--- src/rtl/sss_pkg.sv ---
// Shared constants, FSM state type and mod-31 helper for the SSS generator.
// The three x-sequences are built at elaboration from their recursions.
package sss_pkg;

   localparam int SEQ_LEN  = 31;
   localparam int NID1_MAX = 167;
   localparam int NID2_MAX = 2;

   typedef enum logic [1:0] {
      ST_IDLE,
      ST_CALC,
      ST_GEN
   } state_e;

   // taps[k] set means x(i+k) feeds x(i+5); seed x(0..4) = 0,0,0,0,1
   function automatic logic [30:0] gen_seq(input logic [4:0] taps);
      logic [35:0] x;
      x = 36'h10;
      for (int i = 0; i < SEQ_LEN; i++) begin
         x[i+5] = ^(x[i +: 5] & taps);
      end
      return x[30:0];
   endfunction

   localparam logic [30:0] S_SEQ = gen_seq(5'b00101);
   localparam logic [30:0] C_SEQ = gen_seq(5'b01001);
   localparam logic [30:0] Z_SEQ = gen_seq(5'b10111);

   function automatic logic [4:0] mod31_add(
      input logic [4:0] a,
      input logic [4:0] b
   );
      logic [5:0] s;
      s = {1'b0, a} + {1'b0, b};
      if (s >= 6'd31) begin
         s = s - 6'd31;
      end
      return s[4:0];
   endfunction

endpackage

--- src/rtl/sss_stream_generator_if.sv ---
// Request, stream and status signals of the SSS generator.
// The generator takes the slave modport; the config/RE-mapper side takes master.
interface sss_stream_generator_if #(
   parameter int LANES  = 2,
   parameter int NID2_W = 2
);
   logic              start;
   logic              in_ready;
   logic [7:0]        n_id_1;
   logic [NID2_W-1:0] n_id_2;
   logic              subframe5;
   logic              out_valid;
   logic              out_ready;
   logic [LANES-1:0]  out_data;
   logic              out_last;
   logic [61:0]       sss_vec;
   logic              done;
   logic              err;

   modport master (
      output start, n_id_1, n_id_2, subframe5, out_ready,
      input  in_ready, out_valid, out_data, out_last,
      input  sss_vec, done, err
   );

   modport slave (
      input  start, n_id_1, n_id_2, subframe5, out_ready,
      output in_ready, out_valid, out_data, out_last,
      output sss_vec, done, err
   );
endinterface

--- src/rtl/sss_m_index.sv ---
// Combinational N_ID_1 -> {m0, m1}; divisions by 30/31 are compare chains
// since every quotient involved is at most 6.
module sss_m_index
   import sss_pkg::*;
(
   input  logic [7:0] n_id_1_i,
   output logic [4:0] m0_o,
   output logic [4:0] m1_o
);

   function automatic logic [2:0] div_small(
      input logic [7:0] v,
      input int         d
   );
      logic [2:0] q;
      q = 3'd0;
      for (int k = 1; k <= 6; k++) begin
         if (int'(v) >= k * d) begin
            q = 3'(k);
         end
      end
      return q;
   endfunction

   function automatic logic [4:0] tri_num(input logic [2:0] q);
      logic [4:0] t;
      unique case (q)
         3'd0:    t = 5'd0;
         3'd1:    t = 5'd1;
         3'd2:    t = 5'd3;
         3'd3:    t = 5'd6;
         3'd4:    t = 5'd10;
         3'd5:    t = 5'd15;
         default: t = 5'd21;
      endcase
      return t;
   endfunction

   logic [2:0] qp, q, k;
   logic [7:0] t, mp, m0w;

   always_comb begin
      qp  = div_small(n_id_1_i, 30);
      t   = n_id_1_i + {3'b000, tri_num(qp)};
      q   = div_small(t, 30);
      mp  = n_id_1_i + {3'b000, tri_num(q)};
      k   = div_small(mp, 31);
      m0w = mp - 8'(int'(k) * 31);
      m0_o = m0w[4:0];
      m1_o = mod31_add(m0w[4:0], {2'b00, k} + 5'd1);
   end

endmodule

--- src/rtl/sss_stream_generator.sv ---
// LTE SSS generator: computes m0/m1, then streams d(0..61) LANES bits per beat
// over valid/ready while assembling the full 62-bit vector.
module sss_stream_generator #(
   parameter int LANES  = 2,
   parameter int NID2_W = 2
) (
   input logic                   clk,
   input logic                   reset_n,
   sss_stream_generator_if.slave bus
);
   import sss_pkg::*;

   state_e           state_q, state_d;
   logic [7:0]       n1_q;
   logic [1:0]       n2_q;
   logic             sf5_q;
   logic [4:0]       m0_q, m1_q;
   logic [4:0]       m0_c, m1_c;
   logic [4:0]       n_q;
   logic             ph_q;
   logic [61:0]      vec_q, vec_d;
   logic             done_q, err_q;
   logic             req_ok, accept, fire, last_c;
   logic [4:0]       ma, mb, zsh, n2x;
   logic             e_even, e_odd;
   logic             in_ready_c, out_valid_c;
   logic [LANES-1:0] data_c;

   sss_m_index u_midx (
      .n_id_1_i (n1_q),
      .m0_o     (m0_c),
      .m1_o     (m1_c)
   );

   assign req_ok = (bus.n_id_1 <= 8'(NID1_MAX))
                && (bus.n_id_2 <= NID2_W'(NID2_MAX));
   assign accept = bus.start && in_ready_c;
   assign fire   = out_valid_c && bus.out_ready;
   assign last_c = (n_q == 5'd30) && ((LANES == 2) || ph_q);

   always_ff @(posedge clk) begin
      if (!reset_n) begin
         state_q <= ST_IDLE;
      end else begin
         state_q <= state_d;
      end
   end

   always_comb begin
      state_d = state_q;
      unique case (state_q)
         ST_IDLE: if (accept && req_ok) state_d = ST_CALC;
         ST_CALC: state_d = ST_GEN;
         ST_GEN:  if (fire && last_c) state_d = ST_IDLE;
         default: state_d = ST_IDLE;
      endcase
   end

   // Subframe 5 swaps the roles of m0 and m1, including the z shift
   always_comb begin
      ma     = sf5_q ? m1_q : m0_q;
      mb     = sf5_q ? m0_q : m1_q;
      zsh    = {2'b00, ma[2:0]};
      n2x    = {3'b000, n2_q};
      e_even = S_SEQ[mod31_add(n_q, ma)]
             ^ C_SEQ[mod31_add(n_q, n2x)];
      e_odd  = S_SEQ[mod31_add(n_q, mb)]
             ^ C_SEQ[mod31_add(mod31_add(n_q, n2x), 5'd3)]
             ^ Z_SEQ[mod31_add(n_q, zsh)];
   end

   always_comb begin
      in_ready_c  = (state_q == ST_IDLE);
      out_valid_c = (state_q == ST_GEN);
      data_c      = '0;
      if (out_valid_c) begin
         if (LANES == 2) begin
            data_c = LANES'({e_odd, e_even});
         end else begin
            data_c = LANES'(ph_q ? e_odd : e_even);
         end
      end
   end

   always_comb begin
      vec_d = vec_q;
      if (accept && req_ok) begin
         vec_d = '0;
      end else if (fire) begin
         if ((LANES == 2) || !ph_q) vec_d[{n_q, 1'b0}] = e_even;
         if ((LANES == 2) || ph_q)  vec_d[{n_q, 1'b1}] = e_odd;
      end
   end

   always_ff @(posedge clk) begin
      if (!reset_n) begin
         n1_q   <= '0;
         n2_q   <= '0;
         sf5_q  <= 1'b0;
         m0_q   <= '0;
         m1_q   <= '0;
         n_q    <= '0;
         ph_q   <= 1'b0;
         vec_q  <= '0;
         done_q <= 1'b0;
         err_q  <= 1'b0;
      end else begin
         vec_q  <= vec_d;
         done_q <= fire && last_c;
         err_q  <= accept && !req_ok;
         if (accept) begin
            n1_q  <= bus.n_id_1;
            n2_q  <= bus.n_id_2[1:0];
            sf5_q <= bus.subframe5;
         end
         if (state_q == ST_CALC) begin
            m0_q <= m0_c;
            m1_q <= m1_c;
            n_q  <= '0;
            ph_q <= 1'b0;
         end else if (fire) begin
            if ((LANES == 1) && !ph_q) begin
               ph_q <= 1'b1;
            end else begin
               ph_q <= 1'b0;
               n_q  <= n_q + 5'd1;
            end
         end
      end
   end

   assign bus.in_ready  = in_ready_c;
   assign bus.out_valid = out_valid_c;
   assign bus.out_data  = data_c;
   assign bus.out_last  = out_valid_c && last_c;
   assign bus.sss_vec   = vec_q;
   assign bus.done      = done_q;
   assign bus.err       = err_q;

endmodule

--- src/flat_wrapper.sv ---
// flat-port wrapper written by rule: the top's interface ports become plain ports
module sss_stream_generator_flat import sss_pkg::*;
#(
   parameter int LANES  = 2,
   parameter int NID2_W = 2
)
  (clk, reset_n, bus_start, bus_n_id_1, bus_n_id_2, bus_subframe5, bus_out_ready, bus_in_ready, bus_out_valid, bus_out_data, bus_out_last, bus_sss_vec, bus_done, bus_err);
  sss_stream_generator_if #(.LANES(LANES), .NID2_W(NID2_W)) bus_i ();
  input logic clk;
  input logic reset_n;
  input wire logic [$bits(bus_i.start)-1:0] bus_start;
  input wire logic [$bits(bus_i.n_id_1)-1:0] bus_n_id_1;
  input wire logic [$bits(bus_i.n_id_2)-1:0] bus_n_id_2;
  input wire logic [$bits(bus_i.subframe5)-1:0] bus_subframe5;
  input wire logic [$bits(bus_i.out_ready)-1:0] bus_out_ready;
  output wire logic [$bits(bus_i.in_ready)-1:0] bus_in_ready;
  output wire logic [$bits(bus_i.out_valid)-1:0] bus_out_valid;
  output wire logic [$bits(bus_i.out_data)-1:0] bus_out_data;
  output wire logic [$bits(bus_i.out_last)-1:0] bus_out_last;
  output wire logic [$bits(bus_i.sss_vec)-1:0] bus_sss_vec;
  output wire logic [$bits(bus_i.done)-1:0] bus_done;
  output wire logic [$bits(bus_i.err)-1:0] bus_err;
  assign bus_i.start = bus_start;
  assign bus_i.n_id_1 = bus_n_id_1;
  assign bus_i.n_id_2 = bus_n_id_2;
  assign bus_i.subframe5 = bus_subframe5;
  assign bus_i.out_ready = bus_out_ready;
  assign bus_in_ready = bus_i.in_ready;
  assign bus_out_valid = bus_i.out_valid;
  assign bus_out_data = bus_i.out_data;
  assign bus_out_last = bus_i.out_last;
  assign bus_sss_vec = bus_i.sss_vec;
  assign bus_done = bus_i.done;
  assign bus_err = bus_i.err;
  sss_stream_generator #(.LANES(LANES), .NID2_W(NID2_W)) u_core (.clk(clk), .reset_n(reset_n), .bus(bus_i));
endmodule
--- config.mk ---
export PLATFORM = sky130hd
export DESIGN_NAME = sss_stream_generator_flat
export DESIGN_NICKNAME = d
export VERILOG_FILES = /design/src/rtl/sss_pkg.sv /design/src/rtl/sss_stream_generator_if.sv /design/src/rtl/sss_m_index.sv /design/src/rtl/sss_stream_generator.sv /design/src/flat_wrapper.sv
export SDC_FILE = /design/constraint.sdc
export NUM_CORES = 1
export LEC_CHECK = 0
export BUFFER_PORTS_ARGS = -buffer_cell sky130_fd_sc_hd__buf_2
export CORE_UTILIZATION = 35
export CTS_CLUSTER_SIZE = 20
export DETAILED_ROUTE_END_ITERATION = 10
export GPL_ROUTABILITY_DRIVEN = 1
export PLACE_DENSITY = 0.58
export SKIP_CTS_REPAIR_TIMING = 1
export SYNTH_ARGS = -nofsm -noshare
export SYNTH_HDL_FRONTEND = slang
export SYNTH_SLANG_ARGS = --single-unit
--- constraint.sdc ---
create_clock -name clk -period 14.3 [get_ports clk]
set_input_delay 1.43 -clock clk [delete_from_list [all_inputs] [get_ports clk]]
set_output_delay 1.43 -clock clk [all_outputs]
set_load 0.1 [all_outputs]
==> qor.yml, run 1 <==
global_routing:
  antenna_found_initial: 1
  track_usage_pct: 18.5
  grt_pass1_vias: 7261
  grt_pass1_wl_um: 36400
  grt_max_degree: 92
  grt-ovfl-total: 0
die:
  dieArea_um2: 23600
  start_util_pct: 35.7
  num_rows: 55
  dieWidth_um: 154
  boundaryPins: 84
  core_area_um2: 22600
  die_h_um: 154
yosys:
  synthMostInstantiatedCell: "nand2_1"
  ys.flop_type: "dfxtp_1"
  ys_seq_area_share_pct: 22.9
  syn_inst: 1090
  synth_top_area_share_pct: 22.9
  async_flop_share_pct: 0
  synth-seq-cells: 92
  synth_common_cells: "nand2_1, nand3_1, dfxtp_1"
  synth_cell_types: 89
  synth_area_leader_cell: "dfxtp_1"
  syn-num-nets: 1165
  syn_avg_cell_area_um2: 7.39
  synth_edf_count: 0
  synth_area_um2: 8050
  yosys_warnings: 0
  yosys-top-cells-area: "dfxtp_1, ha_1, nand2_1"
setup_path:
  rr_worst_depth: 37
  cp.arrival_ns: 9.63
  reg2reg_slack_ns: 4.91
  crit_top_cell: "fa_1"
  reg2reg_to: "u_core.m1_q[3]"
  crit_required_ns: 14.54
  crit_type: "flip-flop to flip-flop"
  cpMaxStageDelayCell: "dfxtp_1"
  start_kind: "flip-flop"
  r2r-start: "u_core.n1_q[6]"
  path_delay_family: "adder cells"
  endpoint_kind: "flip-flop"
  cpPeakStageDelay_ns: 0.63
  cp_num_buf_inv: 3
  crit_fanout: 13
clock_network:
  clkTransAtPathRegs_ns: 0.08
  clk_path_buf_depth: 2
  clockRootBuffer: "clkbuf_16"
  cts_buffers: 9
  clock_latency_ns: 0.35
  h-tree-depth: 3
  cts_tree: "yes"
  numClockSinks: 92
hold_path:
  holdPathStages: 2
  min-delay-path-class: "flip-flop to flip-flop"
  min-delay-start: "u_core.m1_q[0]"
  hold_end: "u_core.m1_q[0]"
power:
  leakage_uw: 0.00355
  power_uw: 943
  cellPowerDensity_nw_per_um2: 105
  ir_drop_mv: 0.0723
drt:
  viasPerCell: 5.62
  ant_nets: 0
  drt-wirelength-per-cell_um: 15.5
  wirelength_um: 22000
  drc: 2
  first_iter_violations: 523
  first_pass_iters: 8
  vias: 7988
flow_run:
  drv_cap: 0
timing:
  slew_violations: 0
  fmax_mhz: 107
  finClkSkew_ns: 0.0112
  hold_viol: 0
  final.period_utilization_pct: 65.6
  finalSetupViolCount: 0
  min_period_ns: 9.39
  worstMarginPinSlew_ns: 1.02
  slew_headroom_pct: 31.9
  timing.setup.tns_ns: 0
  rsz0062_at_grt: "false"
place:
  dp_hpwl_um: 15700
  place_congestion: 0.810
  io_buffers: 83
layout:
  synthToLayoutAreaGrowth_pct: 11.4
  layout-drive-gt1-share_pct: 13.7
  fin_nets: 1205
  fin_util_pct: 39.7
status:
  violations: "design-rule violations"
  status: "finished with violations"
-- worst max-delay path by stage --
stage	startpoint	to	slack, ns	cells past startpoint
6_report	u_core.n1_q[6]	u_core.m1_q[3]	4.91	37
5_1_grt	u_core.n1_q[5]	u_core.m1_q[3]	4.04	36
4_1_cts	u_core.n1_q[6]	u_core.m1_q[3]	4.91	37
3_5_place_dp	u_core.n1_q[6]	u_core.m1_q[3]	4.93	37
3_3_place_gp	u_core.n1_q[5]	u_core.m1_q[3]	5.11	36
2_1_floorplan	u_core.n1_q[5]	u_core.m1_q[3]	5.53	40
-- flip-flops by register name (all words and copies together) (netlist names), 2 cells and up --
| register | cells |
|---|---|
| u_core.bus.sss_vec | 62 |
| u_core.n1_q | 8 |
| u_core.m1_q | 5 |
| u_core.m0_q | 5 |
| u_core.n_q | 5 |
| u_core.state_q | 2 |
| u_core.n2_q | 2 |
-- worst register-to-register path: cells and delay by family (launching register included) --
kind	cells	cell delay [ns]
fa+ha+maj	9	3.32
compound gates	11	2.35
simple gates	9	1.60
xor+xnor	5	1.20
flops	1	0.63
buf+inv	3	0.19
-- through the flow --
step / instances / instance area [um2] / worst slack, ns / hold WS, ns
6_report: 1421 / 8970 / 4.91 / 0.467
5_1_grt: 1421 / 8970 / 4.04 / 0.485
4_1_cts: 1420 / 8970 / 4.91 / 0.464
3_5_place_dp: 1404 / 8670 / 4.93 / 0.454
3_3_place_gp: 1404 / 8670 / 5.11 / 0.450
2_1_floorplan: 1090 / 8050 / 5.53 / 0.432
-- cells by family (layout without fill, tap and decap cells) --
| logic type | count (synthesis) | count (layout) | synth area share, % |
|---|---|---|---|
| AND/OR/NAND/NOR | 505 | 505 | 30.6 |
| AO/OA/AOI/OAI | 243 | 243 | 21.0 |
| buffers and inverters | 115 | 160 | 5.78 |
| flip-flops | 92 | 92 | 22.9 |
| adder cells (fa/ha/maj) | 63 | 63 | 10.5 |
| XOR/XNOR | 47 | 47 | 5.53 |
| multiplexers | 25 | 25 | 3.68 |
| other | 0 | 1 | 0 |
-- layer usage --
metal	global-route usage, %	routed length [um]	vias to the layer above	share of wire, %
li1	-	-	3992	-
met4	4.33	272	0	1.2
met2	30.4	10100	222	46
met1	25.6	10600	3752	48
met5	0	0	-	0
met3	2.42	1050	22	4.8
-- cell type report --
cell class | instances | area (um2)
fill | 2369 | 13600
tap | 285 | 357
timing repair buffer | 91 | 475
sequential | 92 | 1840
inverter | 53 | 199
clock buffer | 10 | 239
clock inverter | 6 | 60.1
antenna | 1 | 2.50
multi-input combinational | 883 | 5800
-- power breakdown --
| group | leakage, uW | internal [uW] | switching [uW] | total [uW] |
|---|---|---|---|---|
| Clock | 0.000149 | 128 | 117 | 245 |
| Sequential | 0.000744 | 263 | 10.1 | 274 |
| Combinational | 0.00266 | 148 | 276 | 424 |
| Total | 0.00355 | 540 | 403 | 943 |
-- cell usage in the layout (no fill, tap or decap), drive strengths merged, types with 21 or more instances in the layout --
cell / n
a21o: 21
a21oi: 43
buf: 91
dfxtp: 92
ha: 51
inv: 58
nand2: 143
nand3: 104
nor2: 89
nor3: 70
nor3b: 31
o211ai: 40
o21ai: 58
xnor2: 35
Power figures use the tool's default switching activity.
==> run 2: changes to the inputs <==
clock period = 9.7 ns   (was 14.3 ns; I/O delays follow)
==> qor.yml, run 2 (synthesized netlist as in run 1, its figures left out) <==
power:
  cellPowerDensity_nw_per_um2: 156  # was 105 nW/um2
  power_uw: 1400  # was 943 uW
  ir_drop_mv: 0.101  # was 0.0723 mV
  leakage_uw: 0.00359  # was 0.00355 uW
setup_path:
  cp_num_buf_inv: 5  # was 3
  crit_top_cell: "inv_1"  # was fa_1
  cpPeakStageDelay_ns: 0.58  # was 0.63 ns
  start_kind: "flip-flop"  # unchanged
  crit_type: "flip-flop to flip-flop"  # unchanged
  cpMaxStageDelayCell: "fa_1"  # was dfxtp_1
  path_delay_family: "adder cells"  # unchanged
  cp.arrival_ns: 9.38  # was 9.63 ns
  crit_fanout: 8  # was 13
  endpoint_kind: "flip-flop"  # unchanged
  crit_required_ns: 9.94  # was 14.54 ns
clock_network:
  cts_tree: "yes"  # unchanged
  clockRootBuffer: "clkbuf_16"  # unchanged
  cts_buffers: 9  # unchanged
  numClockSinks: 92  # unchanged
  clkTransAtPathRegs_ns: 0.07  # was 0.08 ns
  clock_latency_ns: 0.35  # about the same
  clk_path_buf_depth: 2  # unchanged
  h-tree-depth: 3  # unchanged
die:
  dieArea_um2: 23600  # unchanged
  die_h_um: 154  # unchanged
  start_util_pct: 35.7  # unchanged
  core_area_um2: 22600  # unchanged
  num_rows: 55  # unchanged
  dieWidth_um: 154  # unchanged
  boundaryPins: 84  # unchanged
timing:
  finClkSkew_ns: 0.00718  # was 0.0112 ns
  hold_viol: 0  # unchanged
  fmax_mhz: 110  # was 107 MHz
  final.period_utilization_pct: 94.1  # was 65.6%
  slew_violations: 0  # unchanged
  worstMarginPinSlew_ns: 1.04  # was 1.02 ns
  timing.setup.tns_ns: 0  # unchanged
  finalSetupViolCount: 0  # unchanged
  min_period_ns: 9.13  # was 9.39 ns
  slew_headroom_pct: 30.2  # was 31.9%
hold_path:
  min-delay-path-class: "flip-flop to flip-flop"  # unchanged
layout:
  layout-drive-gt1-share_pct: 14.1  # was 13.7%
  fin_nets: 1208  # was 1,205
  final.fill_count: 2343  # was 2,369
  largest_register_ffs: 62  # unchanged
  finalInstanceArea_um2: 9010  # was 8970 um2
  n_antenna_cell: 0  # was 1
  layout_common_cells: "nand2_1, nand3_1, dfxtp_1, nor2_1, buf_2"  # unchanged
  final_common_cell: "nand2_1"  # unchanged
  synthToLayoutAreaGrowth_pct: 11.9  # was 11.4%
drt:
  drc: 2  # unchanged
  drt-wirelength-per-cell_um: 15.5  # about the same
  viasPerCell: 5.58  # was 5.62
  first_pass_iters: 8  # unchanged
  vias: 7937  # was 7,988
  first_iter_violations: 592  # was 523
  ant_nets: 0  # unchanged
  wirelength_um: 22100  # was 22,000 um
global_routing:
  grt_pass1_vias: 7362  # was 7,261
  antenna_found_initial: 0  # was 1
  grt_max_degree: 92  # unchanged
  grt-ovfl-total: 0  # unchanged
  track_usage_pct: 18.9  # was 18.5%
  grt_pass1_wl_um: 37100  # was 36,400 um
place:
  io_buffers: 83  # unchanged
  dp_hpwl_um: 15700  # about the same
  place_congestion: 0.861  # was 0.810
  placed_area_um2: 8680  # was 8670 um2
status:
  violations: "design-rule violations"  # unchanged
  status: "finished with violations"  # unchanged
flow_run:
  drv_cap: 0  # unchanged
## run 2: cell count changes in the layout (fill, tap and decap cells not counted), sizes merged
cell	before	now
buf	91	94
clkbuf	10	11
clkinv	1	2
diode	1	0
inv	58	56
## run 2: through the flow
step | worst slack [ns] | std cells | hold WS [ns] | util (%)
floorplan | 0.930 | 1090 | 0.432 | -
global placement | 0.649 | 1406 | 0.450 | 38.5
detailed placement | 0.460 | 1406 | 0.451 | 38.5
CTS | 0.427 | 1422 | 0.461 | 39.8
global route | -0.00195 | 1423 | 0.502 | 39.9
finish | 0.568 | 1423 | 0.460 | 39.9
## run 2: final timing paths
check | end | slack, ns | cells past startpoint | start
max | u_core.m1_q[3] | 0.57 | 40 | u_core.n1_q[2]
min | u_core.m1_q[0] | 0.46 | 2 | u_core.m1_q[0]
max reg2reg | u_core.m1_q[3] | 0.57 | 40 | u_core.n1_q[2]
min reg2reg | u_core.m1_q[0] | 0.46 | 2 | u_core.m1_q[0]
## run 2: tightest hold or removal path, stage by stage (launching register included)
cell     delay, ns
dfxtp_1       0.32
nand2_1       0.05
o21ai_1       0.05
## run 2: metal layers
layer | global-route usage [%] | wire [um] | part of all wire (%)
met5 | 0 | 0 | 0
met3 | 2.25 | 877 | 4.0
met4 | 5.43 | 349 | 1.6
met1 | 26.0 | 10700 | 49
met2 | 31.0 | 10200 | 46
## run 2: cell type report
class                      instances  area, um2  area share, %
clock inverter                     5       42.5          0.472
sequential                        92       1840           20.4
tap                              285        357           3.96
inverter                          53        199           2.21
multi-input combinational        883       5820           64.6
timing repair buffer              94        498           5.52
clock buffer                      11        253           2.80
## run 2: power breakdown
| part | internal [uW] | leakage [uW] | switching, uW |
|---|---|---|---|
| Clock | 192 | 0.000148 | 166 |
| Combinational | 234 | 0.00270 | 411 |
| Sequential | 388 | 0.000744 | 12.9 |
==> run 3: changes to the inputs <==
SYNTH_HIERARCHICAL = 1   (was default)
==> qor.yml, run 3 <==
power:
  cellPowerDensity_nw_per_um2: 175  # was 156 nW/um2
  leakage_uw: 0.00368  # was 0.00359 uW
  ir_drop_mv: 0.185  # was 0.101 mV
  power_uw: 1660  # was 1400 uW
setup_path:
  crit_top_cell: "ha_1"  # was inv_1
  start_kind: "flip-flop"  # unchanged
  cp.arrival_ns: 9.41  # was 9.38 ns
  crit_required_ns: 9.94  # about the same
  rr_worst_depth: 41  # was 40
  reg2reg_slack_ns: 0.53  # was 0.57 ns
  cpMaxStageDelayCell: "or4_1"  # was fa_1
  cp-endpoint: "u_core/m1_q[1]"  # was u_core.m1_q[3]
  cpPeakStageDelay_ns: 0.53  # was 0.58 ns
  reg2reg_to: "u_core/m1_q[1]"  # was u_core.m1_q[3]
  r2r-start: "u_core/n1_q[1]"  # was u_core.n1_q[2]
  endpoint_kind: "flip-flop"  # unchanged
  crit_fanout: 7  # was 8
  crit_type: "flip-flop to flip-flop"  # unchanged
  startpoint: "u_core/n1_q[1]"  # was u_core.n1_q[2]
clock_network:
  clk_path_buf_depth: 2  # unchanged
  h-tree-depth: 3  # unchanged
  clkTransAtPathRegs_ns: 0.08  # was 0.07 ns
  cts_buffers: 9  # unchanged
  clockRootBuffer: "clkbuf_16"  # unchanged
  numClockSinks: 92  # unchanged
  clock_latency_ns: 0.36  # was 0.35 ns
  cts_tree: "yes"  # unchanged
drt:
  first_iter_violations: 688  # was 592
  wirelength_um: 24700  # was 22,100 um
  drt-wirelength-per-cell_um: 16.8  # was 15.5 um
  first_pass_iters: 5  # was 8
  ant_nets: 0  # unchanged
  drc: 0  # was 2
  vias: 8523  # was 7,937
  viasPerCell: 5.77  # was 5.58
die:
  core_area_um2: 23600  # was 22,600 um2
  boundaryPins: 84  # unchanged
  num_rows: 56  # was 55
  dieArea_um2: 24900  # was 23,600 um2
  dieWidth_um: 158  # was 154 um
  start_util_pct: 36.0  # was 35.7%
  die_h_um: 158  # was 154 um
yosys:
  synth_top_area_share_pct: 21.7  # was 22.9%
  synth_cell_types: 97  # was 89
  syn_avg_cell_area_um2: 7.58  # was 7.39 um2
  yosys-top-cells-area: "dfxtp_1, ha_1, nand2_1"  # unchanged
  synth_edf_count: 0  # unchanged
  ys_seq_area_share_pct: 21.7  # was 22.9%
  synthMostInstantiatedCell: "nand2_1"  # unchanged
  synth_common_cells: "nand2_1, dfxtp_1, o21ai_0"  # was nand2_1, nand3_1, dfxtp_1
  synth_area_leader_cell: "dfxtp_1"  # unchanged
  synth_area_um2: 8490  # was 8050 um2
  syn_inst: 1120  # was 1,090
  async_flop_share_pct: 0  # unchanged
  synth-seq-cells: 92  # unchanged
  syn-num-nets: 1196  # was 1,165
  ys.flop_type: "dfxtp_1"  # unchanged
  yosys_warnings: 6  # was 0
layout:
  final.fill_count: 2474  # was 2,343
  n_antenna_cell: 0  # unchanged
  final_common_cell: "nand2_1"  # unchanged
  largest_register_ffs: 62  # unchanged
  fin_util_pct: 40.1  # was 39.9%
  layout_common_cells: "nand2_1, dfxtp_1, buf_2, o21ai_0, nor2_1"  # was nand2_1, nand3_1, dfxtp_1, nor2_1, buf_2
  synthToLayoutAreaGrowth_pct: 11.5  # was 11.9%
  layout-drive-gt1-share_pct: 16.7  # was 14.1%
  fin_nets: 1229  # was 1,208
global_routing:
  grt_pass1_wl_um: 39900  # was 37,100 um
  grt_max_degree: 91  # was 92
  antenna_found_initial: 1  # was 0
  track_usage_pct: 20.0  # was 18.9%
  grt_pass1_vias: 7737  # was 7,362
  grt-ovfl-total: 0  # unchanged
timing:
  slew_headroom_pct: 36.2  # was 30.2%
  rsz0062_at_grt: "false"
  worstMarginPinSlew_ns: 0.957  # was 1.04 ns
  final.period_utilization_pct: 94.6  # was 94.1%
  finalSetupViolCount: 0  # unchanged
  finClkSkew_ns: 0.0197  # was 0.00718 ns
  min_period_ns: 9.17  # was 9.13 ns
  timing.setup.tns_ns: 0  # unchanged
  slew_violations: 0  # unchanged
  fmax_mhz: 109  # was 110 MHz
  hold_viol: 0  # unchanged
  fin_hold_ws_ns: 0.451  # was 0.460 ns
place:
  io_buffers: 83  # unchanged
  place_congestion: 0.857  # was 0.861
  dp_hpwl_um: 17300  # was 15,700 um
hold_path:
  min-delay-path-class: "flip-flop to flip-flop"  # unchanged
status:
  status: "finished clean"  # was finished with violations
flow_run:
  drv_cap: 0  # unchanged
[run 3: stage by stage]
step / area (um2) / std cells / setup WS [ns]
2_1_floorplan: 8490 / 1120 / 0.800
3_3_place_gp: 9090 / 1461 / 0.400
3_5_place_dp: 9090 / 1461 / 0.175
4_1_cts: 9410 / 1476 / 0.163
5_1_grt: 9470 / 1476 / 0.0309
6_report: 9470 / 1476 / 0.525
[run 3: area by class of cell]
class                      count  area [um2]  area share (%)
multi-input combinational    916        6250            66.0
sequential                    92        1840            19.5
timing repair buffer          95         505            5.34
tap                          319         399            4.22
clock buffer                   9         225            2.38
inverter                      39         146            1.55
clock inverter                 6        95.1            1.00
[run 3: logic make-up after synthesis]
logic type / count (synthesis) / synth area share, %
multiplexers: 27 / 3.74
adder cells (fa/ha/maj): 63 / 10.0
flip-flops: 92 / 21.7
buffers and inverters: 112 / 5.84
AND/OR/NAND/NOR: 431 / 24.5
AO/OA/AOI/OAI: 359 / 30.4
XOR/XNOR: 36 / 3.80
[run 3: per-layer routing]
layer	track usage, %	routed length (um)
met5	0	10
met4	6.38	408
met3	3.53	1330
met2	31.3	11200
met1	27.5	11800
[run 3: power by group]
| part | total (uW) | switching (uW) | internal, uW |
|---|---|---|---|
| Combinational | 866 | 551 | 314 |
| Sequential | 402 | 13.2 | 389 |
| Clock | 391 | 164 | 227 |
| Total | 1660 | 729 | 931 |
[run 3: worst min-delay path by stage]
stage                            from                      to  slack, ns  cells past startpoint
3_5_place_dp    u_core/bus.sss_vec[8]   u_core/bus.sss_vec[8]       0.44                      2
4_1_cts         u_core/bus.sss_vec[8]   u_core/bus.sss_vec[8]       0.45                      2
3_3_place_gp   u_core/bus.sss_vec[58]  u_core/bus.sss_vec[58]       0.44                      2
2_1_floorplan          u_core/n2_q[0]          u_core/n2_q[0]       0.45                      2
6_report       u_core/bus.sss_vec[52]  u_core/bus.sss_vec[52]       0.45                      2
5_1_grt        u_core/bus.sss_vec[52]  u_core/bus.sss_vec[52]       0.47                      2
[run 3: critical path: cells and delay by family (launching register included)]
| kind | cells | cell delay, ns |
|---|---|---|
| compound gates | 14 | 2.24 |
| xor+xnor | 5 | 0.87 |
| fa+ha+maj | 10 | 3.54 |
| buf+inv | 2 | 0.17 |
| flops | 1 | 0.41 |
| mux | 1 | 0.31 |
| simple gates | 9 | 1.50 |
